--- src/rtl/rv32i_types.sv ---
// Shared RV32 decode types: reservation-station indices, stage uop and op encodings.
// Imported by the dispatch stage and its operand selectors.
package rv32i_types;

  localparam int RVS_ALU = 0;
  localparam int RVS_MDU = 1;
  localparam int RVS_LSU = 2;
  localparam int RVS_JMP = 3;

  localparam logic [6:0] OPC_LUI   = 7'b0110111;
  localparam logic [6:0] OPC_AUIPC = 7'b0010111;
  localparam logic [6:0] OPC_OPIMM = 7'b0010011;
  localparam logic [6:0] OPC_OP    = 7'b0110011;
  localparam logic [6:0] OPC_LOAD  = 7'b0000011;
  localparam logic [6:0] OPC_STORE = 7'b0100011;
  localparam logic [6:0] OPC_JAL   = 7'b1101111;
  localparam logic [6:0] OPC_JALR  = 7'b1100111;
  localparam logic [6:0] OPC_BR    = 7'b1100011;

  typedef enum logic {
    op_b_reg = 1'b0,
    op_b_imm = 1'b1
  } op_b_t;

  localparam logic [3:0] alu_op_add = 4'b0000;
  localparam logic [3:0] alu_op_sub = 4'b1000;
  localparam logic [3:0] alu_op_sra = 4'b1101;
  localparam logic [3:0] jmp_op_jal  = 4'b1000;
  localparam logic [3:0] jmp_op_jalr = 4'b1001;

  typedef struct packed {
    logic        vld;
    logic [31:0] pc;
    logic [31:0] inst;
    logic [1:0]  cls;
    logic [3:0]  opc;
    logic        use1;
    op_b_t       op_b;
    logic [31:0] imm1;
    logic [31:0] imm2;
    logic [11:0] offset;
    logic        has_rd;
    logic        illegal;
  } uop_t;

endpackage

--- src/rtl/disp_src_sel.sv ---
// Per-operand source resolution: immediate, x0, RAT value, CDB bypass or tag.
// Purely combinational; the issue-cycle RAT/CDB values are used directly.
module disp_src_sel
  import rv32i_types::*;
#(
  parameter int TAG_W = 4
) (
  input  logic             use_reg,
  input  logic [4:0]       addr,
  input  logic [31:0]      imm,
  input  logic             rat_valid,
  input  logic [TAG_W-1:0] rat_tag,
  input  logic [31:0]      rat_rdata,
  input  logic             cdb_valid,
  input  logic [TAG_W-1:0] cdb_rob_id,
  input  logic [31:0]      cdb_rdata,
  output logic             vld,
  output logic [TAG_W-1:0] tag,
  output logic [31:0]      data
);

  always_comb begin
    vld  = 1'b0;
    tag  = '0;
    data = '0;
    if (!use_reg) begin
      vld  = 1'b1;
      data = imm;
    end else if (addr == 5'd0) begin
      vld  = 1'b1;
    end else if (rat_valid) begin
      vld  = 1'b1;
      data = rat_rdata;
    end else if (cdb_valid && cdb_rob_id == rat_tag) begin
      vld  = 1'b1;
      data = cdb_rdata;
    end else begin
      tag  = rat_tag;
    end
  end

endmodule

--- src/rtl/disp_stage.sv ---
// Decode/dispatch stage: one registered micro-op, renamed and steered
// to the ALU/MDU/LSU/JMP reservation stations with ROB allocation.
module disp_stage
  import rv32i_types::*;
#(
  parameter int TAG_W  = 4,
  parameter bit MDU_EN = 1'b1,
  parameter int CNT_W  = 32
) (
  input  logic             clk,
  input  logic             rst,
  input  logic             iq_valid,
  input  logic [63:0]      iq_rdata,
  output logic             iq_deq,
  input  logic             flush,
  input  logic             rob_rdy,
  input  logic [TAG_W-1:0] rob_inst_id,
  output logic             rob_issue,
  output logic [31:0]      rob_inst,
  output logic [31:0]      rob_pc,
  output logic             rob_illegal,
  output logic [4:0]       rat_rs1_addr,
  output logic [4:0]       rat_rs2_addr,
  input  logic             rat_rs1_valid,
  input  logic [TAG_W-1:0] rat_rs1_tag,
  input  logic [31:0]      rat_rs1_rdata,
  input  logic             rat_rs2_valid,
  input  logic [TAG_W-1:0] rat_rs2_tag,
  input  logic [31:0]      rat_rs2_rdata,
  output logic             rat_rd_wr,
  output logic [4:0]       rat_rd_addr,
  output logic [TAG_W-1:0] rat_rob_id,
  input  logic             cdb_valid,
  input  logic [TAG_W-1:0] cdb_rob_id,
  input  logic [31:0]      cdb_rdata,
  output logic [3:0]       rvs_req,
  input  logic [3:0]       rvs_rdy,
  output logic [3:0]       rvs_opc,
  output logic             rvs_src1_vld,
  output logic             rvs_src2_vld,
  output logic [TAG_W-1:0] rvs_src1_tag,
  output logic [TAG_W-1:0] rvs_src2_tag,
  output logic [31:0]      rvs_src1_wdata,
  output logic [31:0]      rvs_src2_wdata,
  output logic [11:0]      rvs_offset,
  output logic [TAG_W-1:0] rvs_inst_id,
  output logic [CNT_W-1:0] stat_disp,
  output logic [CNT_W-1:0] stat_stall
);

  uop_t uop;
  uop_t dec;

  logic [31:0] ins;
  logic [6:0]  opc7;
  logic [2:0]  f3;
  logic [31:0] imm_i;
  logic [31:0] imm_u;
  logic [31:0] imm_j;
  logic        fire;
  logic        go;
  logic        s1_vld;
  logic        s2_vld;

  assign ins   = iq_rdata[31:0];
  assign opc7  = ins[6:0];
  assign f3    = ins[14:12];
  assign imm_i = {{20{ins[31]}}, ins[31:20]};
  assign imm_u = {ins[31:12], 12'b0};
  assign imm_j = {{12{ins[31]}}, ins[19:12],
                  ins[20], ins[30:21], 1'b0};

  always_comb begin
    dec        = '0;
    dec.vld    = 1'b1;
    dec.pc     = iq_rdata[63:32];
    dec.inst   = ins;
    dec.cls    = 2'(RVS_ALU);
    dec.use1   = 1'b1;
    dec.op_b   = op_b_reg;
    dec.has_rd = 1'b1;
    unique case (1'b1)
      (opc7 == OPC_LUI): begin
        dec.use1 = 1'b0;
        dec.op_b = op_b_imm;
        dec.imm2 = imm_u;
        dec.opc  = alu_op_add;
      end
      (opc7 == OPC_AUIPC): begin
        dec.use1 = 1'b0;
        dec.imm1 = iq_rdata[63:32];
        dec.op_b = op_b_imm;
        dec.imm2 = imm_u;
        dec.opc  = alu_op_add;
      end
      (opc7 == OPC_OPIMM): begin
        dec.op_b   = op_b_imm;
        dec.imm2   = imm_i;
        dec.offset = ins[31:20];
        dec.opc    = {(f3 == 3'b101) & ins[30], f3};
      end
      (opc7 == OPC_OP): begin
        if (ins[31:25] == 7'b0000001) begin
          if (MDU_EN) begin
            dec.cls = 2'(RVS_MDU);
            dec.opc = {1'b0, f3};
          end else begin
            dec.illegal = 1'b1;
            dec.has_rd  = 1'b0;
          end
        end else begin
          dec.opc = {ins[30], f3};
        end
      end
      (opc7 == OPC_LOAD): begin
        dec.cls    = 2'(RVS_LSU);
        dec.op_b   = op_b_imm;
        dec.imm2   = imm_i;
        dec.offset = ins[31:20];
        dec.opc    = {1'b0, f3};
      end
      (opc7 == OPC_STORE): begin
        dec.cls    = 2'(RVS_LSU);
        dec.offset = {ins[31:25], ins[11:7]};
        dec.opc    = {1'b1, f3};
        dec.has_rd = 1'b0;
      end
      (opc7 == OPC_JAL): begin
        dec.cls  = 2'(RVS_JMP);
        dec.use1 = 1'b0;
        dec.imm1 = iq_rdata[63:32];
        dec.op_b = op_b_imm;
        dec.imm2 = imm_j;
        dec.opc  = jmp_op_jal;
      end
      (opc7 == OPC_JALR): begin
        dec.cls    = 2'(RVS_JMP);
        dec.op_b   = op_b_imm;
        dec.imm2   = iq_rdata[63:32];
        dec.offset = ins[31:20];
        dec.opc    = jmp_op_jalr;
      end
      (opc7 == OPC_BR): begin
        dec.cls    = 2'(RVS_JMP);
        dec.offset = {ins[31], ins[7], ins[30:25], ins[11:8]};
        dec.opc    = {1'b0, f3};
        dec.has_rd = 1'b0;
      end
      default: begin
        dec.illegal = 1'b1;
        dec.has_rd  = 1'b0;
      end
    endcase
  end

  // go: stage may hand off this cycle, pending only the RS ready
  assign go     = uop.vld & ~flush & rob_rdy;
  assign fire   = go & (uop.illegal | rvs_rdy[uop.cls]);
  assign iq_deq = iq_valid & ~flush & (~uop.vld | fire);

  always_ff @(posedge clk or negedge rst) begin
    if (!rst) begin
      uop <= '0;
    end else if (iq_deq) begin
      uop <= dec;
    end else if (fire || flush) begin
      uop.vld <= 1'b0;
    end
  end

  always_ff @(posedge clk or negedge rst) begin
    if (!rst) begin
      stat_disp  <= '0;
      stat_stall <= '0;
    end else begin
      if (fire)
        stat_disp <= stat_disp + CNT_W'(1);
      if (uop.vld && !flush && !fire)
        stat_stall <= stat_stall + CNT_W'(1);
    end
  end

  disp_src_sel #(.TAG_W(TAG_W)) u_src1 (
    .use_reg    (uop.use1),
    .addr       (uop.inst[19:15]),
    .imm        (uop.imm1),
    .rat_valid  (rat_rs1_valid),
    .rat_tag    (rat_rs1_tag),
    .rat_rdata  (rat_rs1_rdata),
    .cdb_valid  (cdb_valid),
    .cdb_rob_id (cdb_rob_id),
    .cdb_rdata  (cdb_rdata),
    .vld        (s1_vld),
    .tag        (rvs_src1_tag),
    .data       (rvs_src1_wdata)
  );

  disp_src_sel #(.TAG_W(TAG_W)) u_src2 (
    .use_reg    (uop.op_b == op_b_reg),
    .addr       (uop.inst[24:20]),
    .imm        (uop.imm2),
    .rat_valid  (rat_rs2_valid),
    .rat_tag    (rat_rs2_tag),
    .rat_rdata  (rat_rs2_rdata),
    .cdb_valid  (cdb_valid),
    .cdb_rob_id (cdb_rob_id),
    .cdb_rdata  (cdb_rdata),
    .vld        (s2_vld),
    .tag        (rvs_src2_tag),
    .data       (rvs_src2_wdata)
  );

  assign rvs_src1_vld = uop.vld & s1_vld;
  assign rvs_src2_vld = uop.vld & s2_vld;
  assign rvs_req      = (go & ~uop.illegal) ? (4'b0001 << uop.cls) : 4'b0000;
  assign rvs_opc      = uop.opc;
  assign rvs_offset   = uop.offset;
  assign rvs_inst_id  = uop.vld ? rob_inst_id : '0;
  assign rob_issue    = fire;
  assign rob_inst     = uop.inst;
  assign rob_pc       = uop.pc;
  assign rob_illegal  = uop.illegal;
  assign rat_rs1_addr = uop.inst[19:15];
  assign rat_rs2_addr = uop.inst[24:20];
  assign rat_rd_addr  = uop.inst[11:7];
  assign rat_rob_id   = uop.vld ? rob_inst_id : '0;
  assign rat_rd_wr    = fire & ~uop.illegal & uop.has_rd
                      & (uop.inst[11:7] != 5'd0);

endmodule

--- config.mk ---
export PLATFORM = sky130hd
export DESIGN_NAME = disp_stage
export DESIGN_NICKNAME = d
export VERILOG_FILES = /design/src/rtl/rv32i_types.sv /design/src/rtl/disp_src_sel.sv /design/src/rtl/disp_stage.sv
export SDC_FILE = /design/constraint.sdc
export NUM_CORES = 1
export LEC_CHECK = 0
export ABC_AREA = 1
export BUFFER_PORTS_ARGS = -buffer_cell sky130_fd_sc_hd__buf_2
export CORE_AREA = 2 2 220 222
export DETAILED_ROUTE_END_ITERATION = 6
export DIE_AREA = 0 0 222 224
export PLACE_DENSITY = 0.56
export SLEW_MARGIN = 0
export SYNTH_ARGS = -nofsm -noshare
export SYNTH_HDL_FRONTEND = slang
export SYNTH_SLANG_ARGS = --single-unit
--- constraint.sdc ---
create_clock -name clk -period 2.8 [get_ports clk]
set_input_delay 0.28 -clock clk [delete_from_list [all_inputs] [get_ports clk]]
set_output_delay 0.28 -clock clk [all_outputs]
set_load 0.01 [all_outputs]
Yosys cells after proc, flatten, opt, wreduce, memory -nomap -nowiden
Cells that the tools add are included.

storage, ports and cells
  register bits after elaboration = 215
  output and inout bits = 249
  logic and storage cells = 111

operators by class
  add/sub/neg operators = 2
  $lt $le $gt $ge = 1
  eq/ne operators = 13
  shifts and indexed selects = 1
  mux-type cells = 41
  bitwise logic cells = 17
  reductions and logical operators = 22

operators by type and width
  kind                                              number
  two-way mux 32 bit                                9
  one-hot mux 32 bit (4 select lines)               1
  adder 32 x 1 -> 32 bit (second input constant)    2
  two-way mux 4 bit                                 11
  one-hot mux 12 bit (3 select lines)               1
  one-hot mux 4 bit (6 select lines)                1
  == test 7 x 6 -> 1 bit (second input constant)    3
  == test 7 bit (second input constant)             3
  two-way mux 1 bit                                 16
  == test 7 x 5 -> 1 bit (second input constant)    2
  bitwise AND 1 bit                                 12
  zero test 5 bit                                   2
  OR reduction 2 bit                                5
  OR reduction 3 bit                                3
  OR reduction 9 bit                                1
  == test 4 bit                                     2
  == test 7 x 1 -> 1 bit (second input constant)    1
  == test 7 x 2 -> 1 bit (second input constant)    1
  OR reduction 7 bit                                1
  one-hot mux 2 bit (3 select lines)                1
  OR reduction 6 bit                                1
  nonzero test 5 bit                                1
  logical AND 1 bit                                 4
  left shift 1 x 2 -> 4 bit (first input constant)  1
  8 further kinds                                   12

Depth between registers and ports, before layout
  depth in word-level cells = 7
  depth in mapped cells = 12
  mapped depth without buffers = 10

Modules after synthesis
A second synthesis with hierarchy kept.

second synthesis, totals
  cells, all modules = 2111
  area total of the unflattened synthesis = 14338.8 µm²

by module, submodules not included
  module        times used  cells an instance  area an instance (µm²)  sequential area each (µm²)
  disp_stage    1           1699               12166.7                 5380.2
  disp_src_sel  2           206                1086.0                  0.0

Least setup slack after synthesis
No wires, ideal clock.

  kind = reg2out
  start point = reg uop[78] in the netlist's numbering
  end point = out rvs_src2_wdata[22]
  arrival = 1.448 ns
  data required time = 2.520 ns
  path slack = 1.072 ns
  stages on the path, launching flop included = 7
  buffers on the path = 2
  cell sequence = dfrtp_1 > clkbuf_1 > a21o_1 > nor2_1 > clkbuf_1 > nand3_1 > nand2_1

on the way
  longest elaborated chain between the ends = 1

RTL lines
  element             line                source
  from (decl)         disp_stage.sv:51    uop_t uop;
  two-way mux 32 bit  disp_src_sel.sv:26  if (!use_reg) begin
  to (decl)           disp_stage.sv:44    output logic [31:0] rvs_src2_wdata,

No other way between the ends.

Worst setup path after layout
  start point = reg uop, in the netlist rob_inst[18]
  end point = out rvs_src1_wdata[29]

on the way
  longest elaborated chain between the ends = 3

RTL lines
  element             line                source
  zero test 5 bit     disp_src_sel.sv:29  end else if (addr == 5'd0) begin
  two-way mux 32 bit  disp_src_sel.sv:29
  two-way mux 32 bit  disp_src_sel.sv:26
  to (decl)           disp_stage.sv:43    output logic [31:0] rvs_src1_wdata,

No other way between the ends.

==> impl_results.md <==
* Status: complete, no violations
* CP Capture Type: output port
* Global-route wire length before repair at 89.49 mm
* Die Y at 224 microns
* Tot GR Track Use at 23.36%
* Critical Path AT at 2.47 ns
* Fill cell total of the finished layout at 5,155
* Final cell count without fillers at about 3,100
* Crit Reg-Reg Endpoint: stat_stall[14]
* Vias in the first global route at 14,535
* Fraction of registers with async set or reset after synthesis at 100.0%
* Largest net degree at the start of global routing at 146
* Max-cap check violation count at 0
* DR iter-0 viols at 1,131
* Minimum clock period at approximately 2.8 ns
* RR Startpoint: uop[84]
* Hold path endpoint: rob_inst[8]
* Synth Flop Type: dfrtp_1
* Yosys reg bits at 215
* Final net count at 2,641
* DRT Pass-1 Iters at 5
* Max VDD drop at 0.0004576 V
* Clk pin slew, worst setup/hold paths at ~0.060 ns
* Achievable clock frequency at 363.4 MHz
* Layout cells sized above 1 at 21.53%
* CP Launch Point: rob_inst[18]
* Slowest Stage Delay on Critical Path at 0.44 ns
* Worst-Skew Late Latency at ~0.57 ns
* Setup CP Type: reg2out
* Effective utilization at floorplan at 29.70%
* Worst Hold Depth at 3
* Max H-tree Level at 1
* Worst-path cell chain: nor2_2 -> nand2_1 -> o21ai_4 -> nor2_1 -> buf_4 -> clkinvlp_4 -> buf_12 -> o21bai_1 -> buf_2
* CTS tree: yes
* Hold crit path type: in2reg
* Pwr dens at 552.6 nW/um^2
* Placer Congestion at 0.9282
* Std cell rows at 80
* Post-synth cell types at 29
* Total global routing overflow at 0
* Count of final setup violators at 0
* Static Leakage at approximately 9.3 nW
* Hold_sp: iq_rdata[8]
* Setup skew after layout at 0.02775 ns
* RSZ-0062 raised after global routing: yes
* CTS Root Cell: clkbuf_16
* Post-route ant nets at 0
* Final Hold Viols at 0
* CP max FO at 15
* Core area at 47,350 sq um
* Clock buffer count from CTS at 28
* EDFF count, synth at 0
* R2R Setup Slk at roughly 0.52 ns
* Placed Instance Area at 16,080 sq um
* I/O pins at 437
* WP data required at about 2.5 ns
* I/O Buffers at 436
* Area Overhead vs Synth at 23.86%
* CP max-delay cell: dfrtp_1
* Period utilization at 98.27%
* Post-Syn Area per Cell at between 6 and 7 sq um
* Synthesized area at 14,060 sq um
* Post-synthesis sequential area ratio at 38.26%
* Worst-case reg-to-reg path depth at 11
* Final Cell Area at 17,420 sq um
* Hpwl dp at 44.54 mm
* Delay-heaviest family, CP: buffers and inverters
* Nature of the critical path startpoint: flip-flop
* Mapped Nets at 2,315
* Max clock buf depth at 3
* WL per Instance at between 15 and 20 microns
* Vias per inst at slightly below 5
* CTS Sinks at 215
* Max-Slew Margin vs Limit at 43.55%
* Slew of the pin with the lowest slew margin at 0.8436 ns
* Cells after DPL at 2,993
* DR DRC count at 0
* Routed vias at between 15,000 and 20,000
* Worst path bufs/invs at 4
* Cells after Synth at 2,125
* Antenna violations before repair at 6
* Syn. warnings at 0
* Fin. max-slew vios at 0
* DIE WIDTH at 222 microns
* Routed wire length at 59.44 mm
* Die ar. at 49,730 sq um
* End-of-flow core utilization at around 37%
==> metal layers <==
| layer | up-vias | GRT usage (%) | wire length [microns] |
|---|---|---|---|
| li1 | 7272 | - | - |
| met1 | 7144 | 32.52 | 27270 |
| met2 | 575 | 37.70 | 27030 |
| met3 | 79 | 4.486 | 3985 |
| met4 | 8 | 4.882 | 1099 |
| met5 | - | 0 | 52 |
==> worst max path at each step <==
| stage | end | slack [ns] | cells past startpoint |
|---|---|---|---|
| after floorplan | rvs_src2_wdata[22] | 1.07 | 6 |
| after global placement | rvs_src2_wdata[12] | 0.32 | 7 |
| after detailed placement | rvs_src2_wdata[23] | 0.25 | 7 |
| after CTS | rvs_src1_wdata[29] | -0.009 | 9 |
| after global routing | rvs_src1_wdata[31] | -0.02 | 7 |
| final | rvs_src1_wdata[29] | 0.05 | 9 |
==> cell usage after synthesis (2+ instances only) <==
master	instances	share of area [%]
a21boi_0	21	1.1
xor2_1	20	1.2
buf_4	104	5.6
nand2_1	919	25
o21ai_0	63	2.2
inv_2	3	0.080
xnor2_1	11	0.69
o21bai_1	32	1.7
nor2_2	2	0.089
nor3_1	13	0.46
clkbuf_1	60	1.6
dfrtp_1	215	38
buf_6	6	0.48
nand3b_1	23	1.2
o2111ai_1	2	0.12
buf_2	42	1.5
nor2_1	142	3.8
inv_1	137	3.7
nand4_1	9	0.40
ha_1	2	0.18
a21oi_1	17	0.60
nand3_1	241	8.6
o22ai_1	35	1.6
==> cells by family after synthesis <==
group                    Yosys count  share of synthesized area (%)
buffers and inverters            353                          12.97
AO/OA/AOI/OAI                    173                          7.500
XOR/XNOR                          31                          1.931
adder cells (fa/ha/maj)            2                         0.1779
flip-flops                       215                          38.26
AND/OR/NAND/NOR                 1351                          39.16
==> report_power, final <==
part           switching (mW)  leakage [nW]  total, mW  internal (mW)
clock network            1.39         0.414       3.33           1.94
registers               0.380          2.86       3.83           3.45
logic                    1.56          6.05       2.46          0.901
==> repair_timing <==
item | in CTS | in global routing
pin swaps | 0 | 2
setup endpoints to repair | 69 | 32
buffers inserted | 0 | 5
hold buffers | 37 | 0
resized for setup | 8 | 5
gates cloned | 0 | 1
hold endpoints to repair | 91 | 0
==> tightest hold or removal path: cells and delay by family <==
family,cells,cell delay [ns]
buffers and inverters,1,0.11
and+or+nand+nor,2,0.16
==> flip-flops by register name (all words and copies together) (netlist names) <==
name         count
rvs_offset      12
rvs_opc          4
rob_illegal      1
stat_disp       32
rob_pc          32
rob_inst        32
stat_stall      32
uop             70
==> layout make-up <==
cell class | instances | area, sq um | share of cell area [%]
antenna | 5 | 12.51 | 0.07183
clock buffer | 38 | 788.3 | 4.525
clock inverter | 7 | 48.80 | 0.2801
inverter | 140 | 533.0 | 3.060
multi-input combinational | 1557 | 6918 | 39.71
sequential | 215 | 5384 | 30.91
tap | 615 | 769.5 | 4.417
timing repair buffer | 509 | 2965 | 17.02
==> through the flow <==
stage / worst slack, ns / hold WS, ns / power [mW] / TNS (ns)
after detailed placement: 0.2484 / 0.2574 / 6.250 / 0
after global routing: -0.01598 / 0.006670 / 10.18 / -0.03861
final: 0.04853 / 0.02870 / 9.626 / 0
after floorplan: 1.072 / -0.01559 / 5.309 / 0
after global placement: 0.3159 / 0.2647 / 6.230 / 0
after CTS: -0.008626 / 0.00001954 / 9.702 / -0.01718
==> cell usage in the layout, fill, tap and decap left out, types with 8 or more instances in the layout <==
cell type      synthesis  final
nand3_1              241    241
nor2_1               142    137
nand2_1              919    918
a21oi_1               17     17
nor3_1                13     13
xor2_1                20     20
buf_2                 42    435
nand4_1                9      9
clkbuf_16              0     29
xnor2_1               11     11
buf_4                104     25
buf_12                 0      8
nand3b_1              23     23
o22ai_1               35     35
inv_1                137    135
o21bai_1              32     31
dlygate4sd3_1          0     37
dfrtp_1              215    212
a21boi_0              21     21
o21ai_0               63     63
Note: power is estimated with default switching activity, not from simulation.
